==> src/rtl/ascensor_pkg.sv <==
// rtl/ascensor_pkg.sv - shared state encoding and direction constants for the elevator scheduler
// Purpose: types and constants imported by controlador_ascensor.
// Ports: none (package).
package ascensor_pkg;

    typedef enum logic [1:0] {
        REPOSO   = 2'd0,
        SUBIENDO = 2'd1,
        BAJANDO  = 2'd2,
        PUERTA   = 2'd3
    } estado_t;

    localparam logic DIR_UP   = 1'b1;
    localparam logic DIR_DOWN = 1'b0;

endpackage

==> src/rtl/buscador_solicitudes.sv <==
// rtl/buscador_solicitudes.sv - classifies pending requests as above, below or at the current floor
// Purpose: combinational request search for any number of floors.
// Ports:
//   i_s      pending request bits, bit i = floor i
//   i_piso   current floor index
//   o_arriba some request strictly above i_piso
//   o_abajo  some request strictly below i_piso
//   o_aqui   request pending at i_piso
module buscador_solicitudes #(
    parameter int N_PISOS = 4,
    parameter int W_PISO  = $clog2(N_PISOS)
) (
    input  logic [N_PISOS-1:0] i_s,
    input  logic [W_PISO-1:0]  i_piso,
    output logic               o_arriba,
    output logic               o_abajo,
    output logic               o_aqui
);

    // Equality compare instead of i_s[i_piso] so an out-of-range floor code
    // (non power-of-two N_PISOS) reads as "no request" rather than X.
    always_comb begin
        o_arriba = 1'b0;
        o_abajo  = 1'b0;
        o_aqui   = 1'b0;
        for (int j = 0; j < N_PISOS; j++) begin
            if (j > int'(i_piso))  o_arriba = o_arriba | i_s[j];
            if (j < int'(i_piso))  o_abajo  = o_abajo  | i_s[j];
            if (j == int'(i_piso)) o_aqui   = o_aqui   | i_s[j];
        end
    end

endmodule

==> src/rtl/controlador_ascensor.sv <==
// rtl/controlador_ascensor.sv - SCAN scheduler driving motor direction and door for one car
// Purpose: decides travel direction, stops at requested floors, times the door and
//          pulses the serviced floor back to the request latches.
// Ports:
//   clk, rst  clock and synchronous active-high reset
//   s         pending requests (level), piso current floor, llegada floor-aligned pulse
//   obst      door obstruction (level)
//   subir/bajar motor up/down, puerta door open, apagar one-hot clear pulse, dir SCAN direction
module controlador_ascensor
    import ascensor_pkg::*;
#(
    parameter int N_PISOS     = 4,
    parameter int DOOR_CYCLES = 8,
    localparam int W_PISO     = $clog2(N_PISOS)
) (
    input  logic               clk,
    input  logic               rst,
    input  logic [N_PISOS-1:0] s,
    input  logic [W_PISO-1:0]  piso,
    input  logic               llegada,
    input  logic               obst,
    output logic               subir,
    output logic               bajar,
    output logic               puerta,
    output logic [N_PISOS-1:0] apagar,
    output logic               dir
);

    localparam int W_CNT = (DOOR_CYCLES > 1) ? $clog2(DOOR_CYCLES) : 1;
    localparam logic [W_CNT-1:0]  CNT_CARGA = W_CNT'(DOOR_CYCLES - 1);
    localparam logic [W_PISO-1:0] PISO_TOPE = W_PISO'(N_PISOS - 1);

    estado_t            r_estado;
    logic               r_subir;
    logic               r_bajar;
    logic               r_puerta;
    logic [N_PISOS-1:0] r_apagar;
    logic               r_dir;
    logic [W_CNT-1:0]   r_cnt;

    estado_t            w_estado_sig;
    logic               w_dir_sig;
    logic [W_CNT-1:0]   w_cnt_sig;
    logic               w_servir;
    logic               w_arriba;
    logic               w_abajo;
    logic               w_aqui;
    logic [N_PISOS-1:0] w_piso_onehot;

    buscador_solicitudes #(
        .N_PISOS (N_PISOS),
        .W_PISO  (W_PISO)
    ) u_buscador (
        .i_s      (s),
        .i_piso   (piso),
        .o_arriba (w_arriba),
        .o_abajo  (w_abajo),
        .o_aqui   (w_aqui)
    );

    assign w_piso_onehot = {{(N_PISOS-1){1'b0}}, 1'b1} << piso;

    always_comb begin
        w_estado_sig = r_estado;
        w_dir_sig    = r_dir;
        w_servir     = 1'b0;
        w_cnt_sig    = r_cnt;
        unique case (r_estado)
            REPOSO: begin
                if (w_aqui) begin
                    w_estado_sig = PUERTA;
                    w_servir     = 1'b1;
                end else if (w_arriba && (r_dir || !w_abajo)) begin
                    w_estado_sig = SUBIENDO;
                    w_dir_sig    = DIR_UP;
                end else if (w_abajo) begin
                    w_estado_sig = BAJANDO;
                    w_dir_sig    = DIR_DOWN;
                end
            end
            SUBIENDO: begin
                if (llegada) begin
                    if (w_aqui) begin
                        w_estado_sig = PUERTA;
                        w_servir     = 1'b1;
                    end else if (piso == PISO_TOPE) begin
                        w_estado_sig = REPOSO;
                    end
                end
            end
            BAJANDO: begin
                if (llegada) begin
                    if (w_aqui) begin
                        w_estado_sig = PUERTA;
                        w_servir     = 1'b1;
                    end else if (piso == '0) begin
                        w_estado_sig = REPOSO;
                    end
                end
            end
            PUERTA: begin
                // Re-requests are only honoured once the door is open and the
                // previous pulse is gone, so a latch that clears one cycle late
                // cannot trigger a duplicate clear.
                if (r_puerta && w_aqui && (r_apagar == '0)) begin
                    w_servir = 1'b1;
                end else if (obst) begin
                    w_cnt_sig = CNT_CARGA;
                end else if (r_puerta && (r_cnt == '0)) begin
                    if (r_dir == DIR_UP) begin
                        if (w_arriba) begin
                            w_estado_sig = SUBIENDO;
                        end else if (w_abajo) begin
                            w_estado_sig = BAJANDO;
                            w_dir_sig    = DIR_DOWN;
                        end else begin
                            w_estado_sig = REPOSO;
                        end
                    end else begin
                        if (w_abajo) begin
                            w_estado_sig = BAJANDO;
                        end else if (w_arriba) begin
                            w_estado_sig = SUBIENDO;
                            w_dir_sig    = DIR_UP;
                        end else begin
                            w_estado_sig = REPOSO;
                        end
                    end
                end else if (r_puerta) begin
                    // The countdown only runs while the door is actually open,
                    // giving exactly DOOR_CYCLES open cycles.
                    w_cnt_sig = r_cnt - 1'b1;
                end
            end
            default: w_estado_sig = REPOSO;
        endcase
        if (w_servir) w_cnt_sig = CNT_CARGA;
    end

    always_ff @(posedge clk) begin
        if (rst) begin
            r_estado <= REPOSO;
            r_subir  <= 1'b0;
            r_bajar  <= 1'b0;
            r_puerta <= 1'b0;
            r_apagar <= '0;
            r_dir    <= DIR_UP;
            r_cnt    <= '0;
        end else begin
            r_estado <= w_estado_sig;
            r_dir    <= w_dir_sig;
            r_cnt    <= w_cnt_sig;
            r_subir  <= (w_estado_sig == SUBIENDO);
            r_bajar  <= (w_estado_sig == BAJANDO);
            // Door opens one cycle after PUERTA entry and closes on the exit edge.
            r_puerta <= (w_estado_sig == PUERTA) && (r_estado == PUERTA);
            r_apagar <= w_servir ? w_piso_onehot : '0;
        end
    end

    assign subir  = r_subir;
    assign bajar  = r_bajar;
    assign puerta = r_puerta;
    assign apagar = r_apagar;
    assign dir    = r_dir;

endmodule

==> config.mk <==
export PLATFORM = sky130hd
export DESIGN_NAME = controlador_ascensor
export DESIGN_NICKNAME = d
export VERILOG_FILES = /design/src/rtl/ascensor_pkg.sv /design/src/rtl/buscador_solicitudes.sv /design/src/rtl/controlador_ascensor.sv
export SDC_FILE = /design/constraint.sdc
export NUM_CORES = 1
export LEC_CHECK = 0
export CORE_MARGIN = 2
export CORE_UTILIZATION = 35
export CTS_CLUSTER_SIZE = 28
export DETAILED_ROUTE_END_ITERATION = 10
export PLACE_DENSITY_LB_ADDON = 0.08
export SLEW_MARGIN = 15
export SYNTH_ARGS = -nofsm -noshare
export SYNTH_HDL_FRONTEND = slang
export SYNTH_SLANG_ARGS = --single-unit
==> constraint.sdc <==
create_clock -name clk -period 2.35 [get_ports clk]
set_clock_uncertainty 0.05 [all_clocks]
set_input_delay 0.235 -clock clk [delete_from_list [all_inputs] [get_ports clk]]
set_output_delay 0.235 -clock clk [all_outputs]
set_load 0.03 [all_outputs]
==> reports/metrics.yaml <==
status: "completed"
nets: 154
seq_area_frac_synth_pct: 29.17
firstDrtPassIters: 4
start_util_pct: 36.34
synthTopCellsByArea: "dfxtp_1 (29%), ha_1 (8.4%), nand2b_1 (4.9%)"
place_hpwl_microns: 1764
htree_levels: 1
synthAdderAreaFrac_pct: 8.415
die_w_microns: 54.49
synth_nets: 115
timing.final.crit_share_pct: 93.23
layoutNonFillerInstCount: 167
port_buffers: 17
cap_violations: 0
grt_max_degree: 10
synth_xor_area_share_pct: 0.9818
num_rows: 18
synth-edff-count: 0
track_usage_pct: 17.48
drt-initial-drc-count: 9
grt_setup_unrepaired: "false"
routed-via-count: 865
antenna_found_initial: 0
synth_compound_area_share_pct: 26.79
p_leak_nw: 0.5048
finalPower_mw: 1.122
crit_path_end_kind: "register"
ios: 18
grt_pass1_vias: 831
wl_microns: 2191
drc: 0
crit_arrival_ns: 2.30
path_clk_slew_ns: 0.08
core_area_sq_mm: 0.002455
syn_avg_cell_area_sq_um: 9.011
netlist_instances: 99
rr_endpoint: "puerta$_SDFF_PP0_"
slew_violations: 0
insertion_delay_ns: 0.28
synthMuxAreaShare_pct: 4.909
critical_path_required_ns: 2.46
grt_overflow: 0
tightest_slew_ns: 0.3749
cts_sinks: 13
hold_end: "apagar[2]$_SDFF_PP0_"
synth_warnings: 0
viasPerCell: 5.180
grt_pass1_wl_microns: 3657
hold_violations: 0
reg2reg_depth: 8
synthSimpleGateAreaFrac_pct: 24.68
hold_slack_ns: 0.2909
cts_root_buf: "clkbuf_4"
cp-start-kind: "input pin"
fmax_mhz: 456.4
die_h_microns: 54.49
cts_tree: "yes"
hold_path.class: "in -> reg"
synth_area_sq_um: 892.1
p_per_area_mw_per_mm2: 880.9
min_path_cells: 3
synth_area_leader_cell: "dfxtp_1"
gp_congestion: 0.7561
clockBufferDepth: 2
cts_buffers: 3
setup_violations: 0
area_delta_synth_final_pct: 42.78
async_flop_share_pct: 0
ys.flop_type: "dfxtp_1"
routedWlPerCell_microns: 13.12
dieArea_sq_mm: 0.002969
fillers: 242
synth_top_area_share_pct: 29.17
finalWorstPathRequiredPeriod_ns: 2.191
r2r_slack_ns: 0.31
ant_nets: 0
dp_slack_ns: -0.2988
reg2reg_from: "r_cnt[0]$_SDFFE_PP0P_"
relSlewSlack_pct: 74.93
path_class: "in -> reg"
ys_seq_elements: 13
dp_cells: 162
n_antenna_cell: 0
ys_types: 41
drive_gt1_share_pct: 27.01
cts.hold.buffers_added: 0
worstHoldStart: "piso[0]"
fin_tns_setup_ns: 0
ir_drop_mv: 0.5081
finalWorstSetupSlack_ns: 0.1590
worstPathMaxFanout: 3
synth_top_family_by_area: "compound AO/OA/AOI/OAI gates"
## critical path: stages
cell             delay, ns
clkdlybuf4s50_1       0.42
mux4_2                0.54
a2111oi_4             0.40
o32ai_2               0.15
a221oi_4              0.30
nor3_2                0.08
nor4b_2               0.17
## cells in the final DEF, fill, tap and decap left out, types with 2 or more instances in the layout
cell | Yosys | layout
a21oi_1 | 6 | 5
ha_1 | 6 | 6
nand2_1 | 3 | 3
nor3_1 | 3 | 3
or2_2 | 2 | 2
nor2_1 | 11 | 10
o21ai_0 | 5 | 4
clkbuf_4 | 0 | 3
buf_4 | 0 | 19
inv_1 | 8 | 8
o211ai_1 | 3 | 3
clkdlybuf4s50_1 | 0 | 16
nor3b_1 | 2 | 2
nand2b_1 | 7 | 7
dfxtp_1 | 13 | 13
## flip-flops by register name (all words and copies together) (netlist names)
| signal | count |
|---|---|
| puerta | 1 |
| apagar | 4 |
| r_estado | 2 |
| subir | 1 |
| dir | 1 |
| r_cnt | 3 |
| bajar | 1 |
## worst max path at each step
stage	from	to	slack [ns]	cells past startpoint
final	s[3]	puerta$_SDFF_PP0_	0.16	7
after global routing	s[0]	puerta$_SDFF_PP0_	0.06	7
after CTS	piso[0]	puerta$_SDFF_PP0_	0.03	7
after detailed placement	piso[0]	bajar$_SDFF_PP0_	-0.30	7
after global placement	piso[0]	bajar$_SDFF_PP0_	-0.26	7
after floorplan	piso[0]	bajar$_SDFF_PP0_	0.17	7
## per-layer routing
| metal | up-vias | GRT usage (%) | share of wire [%] |
|---|---|---|---|
| li1 | 444 | - | - |
| met1 | 395 | 20.70 | 44 |
| met2 | 21 | 29.12 | 49 |
| met3 | 5 | 5.464 | 5.0 |
| met4 | 0 | 7.083 | 1.4 |
| met5 | - | 0 | 0 |
## cell usage after synthesis, types with 2 or more instances
master / n
dfxtp_1: 13
nor2_1: 11
a21oi_1: 6
nor4b_1: 2
nor3_1: 3
nor3b_1: 2
ha_1: 6
nand2_1: 3
o211ai_1: 3
inv_1: 8
or2_2: 2
nand2b_1: 7
o21ai_0: 5
## cell families (layout without fill, tap and decap cells)
logic type,count (synthesis),count (layout)
AND/OR/NAND/NOR,38,38
AO/OA/AOI/OAI,28,28
flip-flops,13,13
adder cells (fa/ha/maj),6,6
multiplexers,3,3
XOR/XNOR,1,1
buffers and inverters,10,48
## stage by stage
stage | utilization, % | instance area, sq um
2_1_floorplan | - | 892.1
5_1_grt | 51.89 | 1274
3_5_place_dp | 49.69 | 1220
3_3_place_gp | 49.69 | 1220
4_1_cts | 51.12 | 1255
6_report | 51.89 | 1274
## cell type report
class | count | area [sq um] | area share [%]
multi-input cells | 76 | 603.1 | 47.35
clock buffers | 3 | 22.52 | 1.768
inverters | 8 | 30.03 | 2.358
clock inverters | 1 | 5.005 | 0.3929
repair buffers | 36 | 315.3 | 24.75
well taps | 30 | 37.54 | 2.947
flip-flops and latches | 13 | 260.3 | 20.43
## report_power, final
part / total, mW / switching (mW) / internal, mW
logic: 0.648 / 0.353 / 0.294
clock network: 0.140 / 0.0766 / 0.0633
registers: 0.335 / 0.0512 / 0.283
## what timing repair did
action,4_1_cts,5_1_grt
resized for setup,0,6
pin swaps,1,5
endpoints found under the hold margin,0,0
setup endpoints to repair,1,5
buffers inserted,1,0
No activity file was read; power rests on OpenSTA's default activity.
==> variant, RTL diff (config.mk and constraints unchanged) <==
The parameter `DOOR_CYCLES` goes from 8 to 4.
--- a/src/rtl/controlador_ascensor.sv
+++ b/src/rtl/controlador_ascensor.sv
@@ -10,7 +10,7 @@
     import ascensor_pkg::*;
 #(
     parameter int N_PISOS     = 4,
-    parameter int DOOR_CYCLES = 8,
+    parameter int DOOR_CYCLES = 4,
     localparam int W_PISO     = $clog2(N_PISOS)
 ) (
     input  logic               clk,
Formal check against the unedited RTL: not equivalent (Yosys sat finds a counterexample within 10 cycles, from zero or initial values and one cycle with rst high).
==> variant against the unedited design <==
- power fell by 17%
- combinational power down 20%
- cell area fell by 12%
- first-iteration DRC count did not move
- area after synthesis is 8.3% lower
- via count decreased by 11%
- setup slack lost 0.086 ns
- global-route usage fell by 2.3 points
- count of clock-buffer cells in the layout is the same
- sequential power fell by 12%
- sequential cell count down 1
- largest cell class unchanged
- critical path type unchanged
- wire length fell by 15%
- hold slack better by 0.18 ns
==> variant: results (changes against the unedited design) <==
- Avg WL per Cell: 12.8 um (was 13.1 um)
- Worst VDD drop: 0.459 mV (was 0.508 mV)
- Power Density: 838 nW/um2 (was 881 nW/um2)
- Crit path largest cell delay: 0.56 ns (was 0.54 ns)
- Nets: 134 (was 154)
- Met2 WL post-DR: 889 um (was 1080 um)
- First-pass GRT wire length: 2980 um (was 3660 um)
- Synth cell count leaders: dfxtp_1, inv_1, nor2_1 (was dfxtp_1, nor2_1, inv_1)
- Top Layer Used: met4 (unchanged)
- Complex-gate fraction of the synthesized area: 26.0% (was 26.8%)
- Fraction of registers with async set or reset after synthesis: 0% (unchanged)
- Place WS: -0.218 ns (was -0.299 ns)
- Placed Area: 1080 um2 (was 1220 um2)
- RePlAce Congestion: 0.801 (was 0.756)
- Synth Area in Adders: 7.65% (was 8.42%)
- M2 GR Usage: 25.4% (was 29.1%)
- Share of the yosys chip area belonging to registers: 29.4% (was 29.2%)
- Port Buffers: 17 (unchanged)
- Placed wire-length estimate: 1500 um (was 1760 um)
- Crit path arrival time: 2.37 ns (was 2.30 ns)
- Slowest CP cell: mux4_2 (unchanged)
- Met1 WL: 890 um (was 972 um)
- Post-CTS setup buffers: 0 (was 1)
- Placed Cells: 140 (was 162)
- Post-synth EDFFs: 0 (unchanged)
- R2r worst-path depth: 7 (was 8)
- CP max FO: 4 (was 3)
- N_diodes: 0 (unchanged)
- Layout fillers: 225 (was 242)
- Post-synth net total: 102 (was 115)
- Gate power share: 55.4% (was 57.7%)
- Vias per cell: 5.30 (was 5.18)
- Sw Ratio: 41.6% (was 42.9%)
- Met3 Use GR: 6.29% (was 5.46%)
- Switching power: 389 uW (was 481 uW)
- Met1 Track Usage GR: 17.7% (was 20.7%)
- Mapped Cells: 87 (was 99)
- Synth Area in XOR/XNOR: 0% (was 0.982%)
- Clk_lat worst skew: 0.27 ns
- Worst Hold Class: flip-flop to flip-flop (was input port to flip-flop)
- Leakage Power: 0.428 nW (was 0.505 nW)
- Root buf cell: clkbuf_4 (unchanged)
- Clock power share: 13.2% (was 12.5%)
- Post-Layout Cell Count: 145 (was 167)
- Worst path top cell family by delay: buffers and inverters (was compound AO/OA/AOI/OAI gates)
- Number of global-route vias before repair: 688 (was 831)
- Mux share of post-synthesis cell area: 2.75% (was 4.91%)
- Status: completed (unchanged)
- WL met3: 55 um (was 109 um)
- Yosys cell types: 40 (was 41)
- Relative slew slack: 73.4% (was 74.9%)
- Share of cells above drive strength 1: 23.1% (was 27.0%)
- Worst Hold Depth: 2 (was 3)
- Top post-synthesis cells by area: dfxtp_1, ha_1, nor3b_1, inv_1, nor2_1 (was dfxtp_1, ha_1, nand2b_1, nor2_1, a21oi_1)
- GRT Overall Usage: 15.2% (was 17.5%)
-- variant: changes by cell type after synthesis, sizes merged, moves of 2 or more --
cell    delta
nor3       -2
o21ai      -2
o211ai     -2
o311ai     +3
o22ai      +3
a21oi      -2
nor3b      +3
or2b       +2
nand4      +2
nor2       -3
nand2b     -6
-- variant: layout make-up --
cell class              count  area share, %
multi-input cells          63           46.3
repair buffers             30           24.0
flip-flops and latches     12           21.5
well taps                  28           3.14
inverters                   9           3.03
clock buffers               3           2.02
-- variant: path summary, 6_finish.rpt --
check,start,endpoint,slack [ns]
hold / removal,r_cnt[0],r_cnt[0],0.47
setup / recovery,piso[0],bajar,0.07
setup reg to reg,r_estado[1],subir,0.23
hold reg to reg,r_cnt[0],r_cnt[0],0.47
-- variant: cell families (layout without fill, tap and decap cells) --
logic type                 Yosys count  count (layout)
AOI/OAI and AO/OA                   25              25
adders and majority gates            5               5
buffers and inverters               12              42
DFF                                 12              12
muxes                                1               1
and+or+nand+nor                     32              32
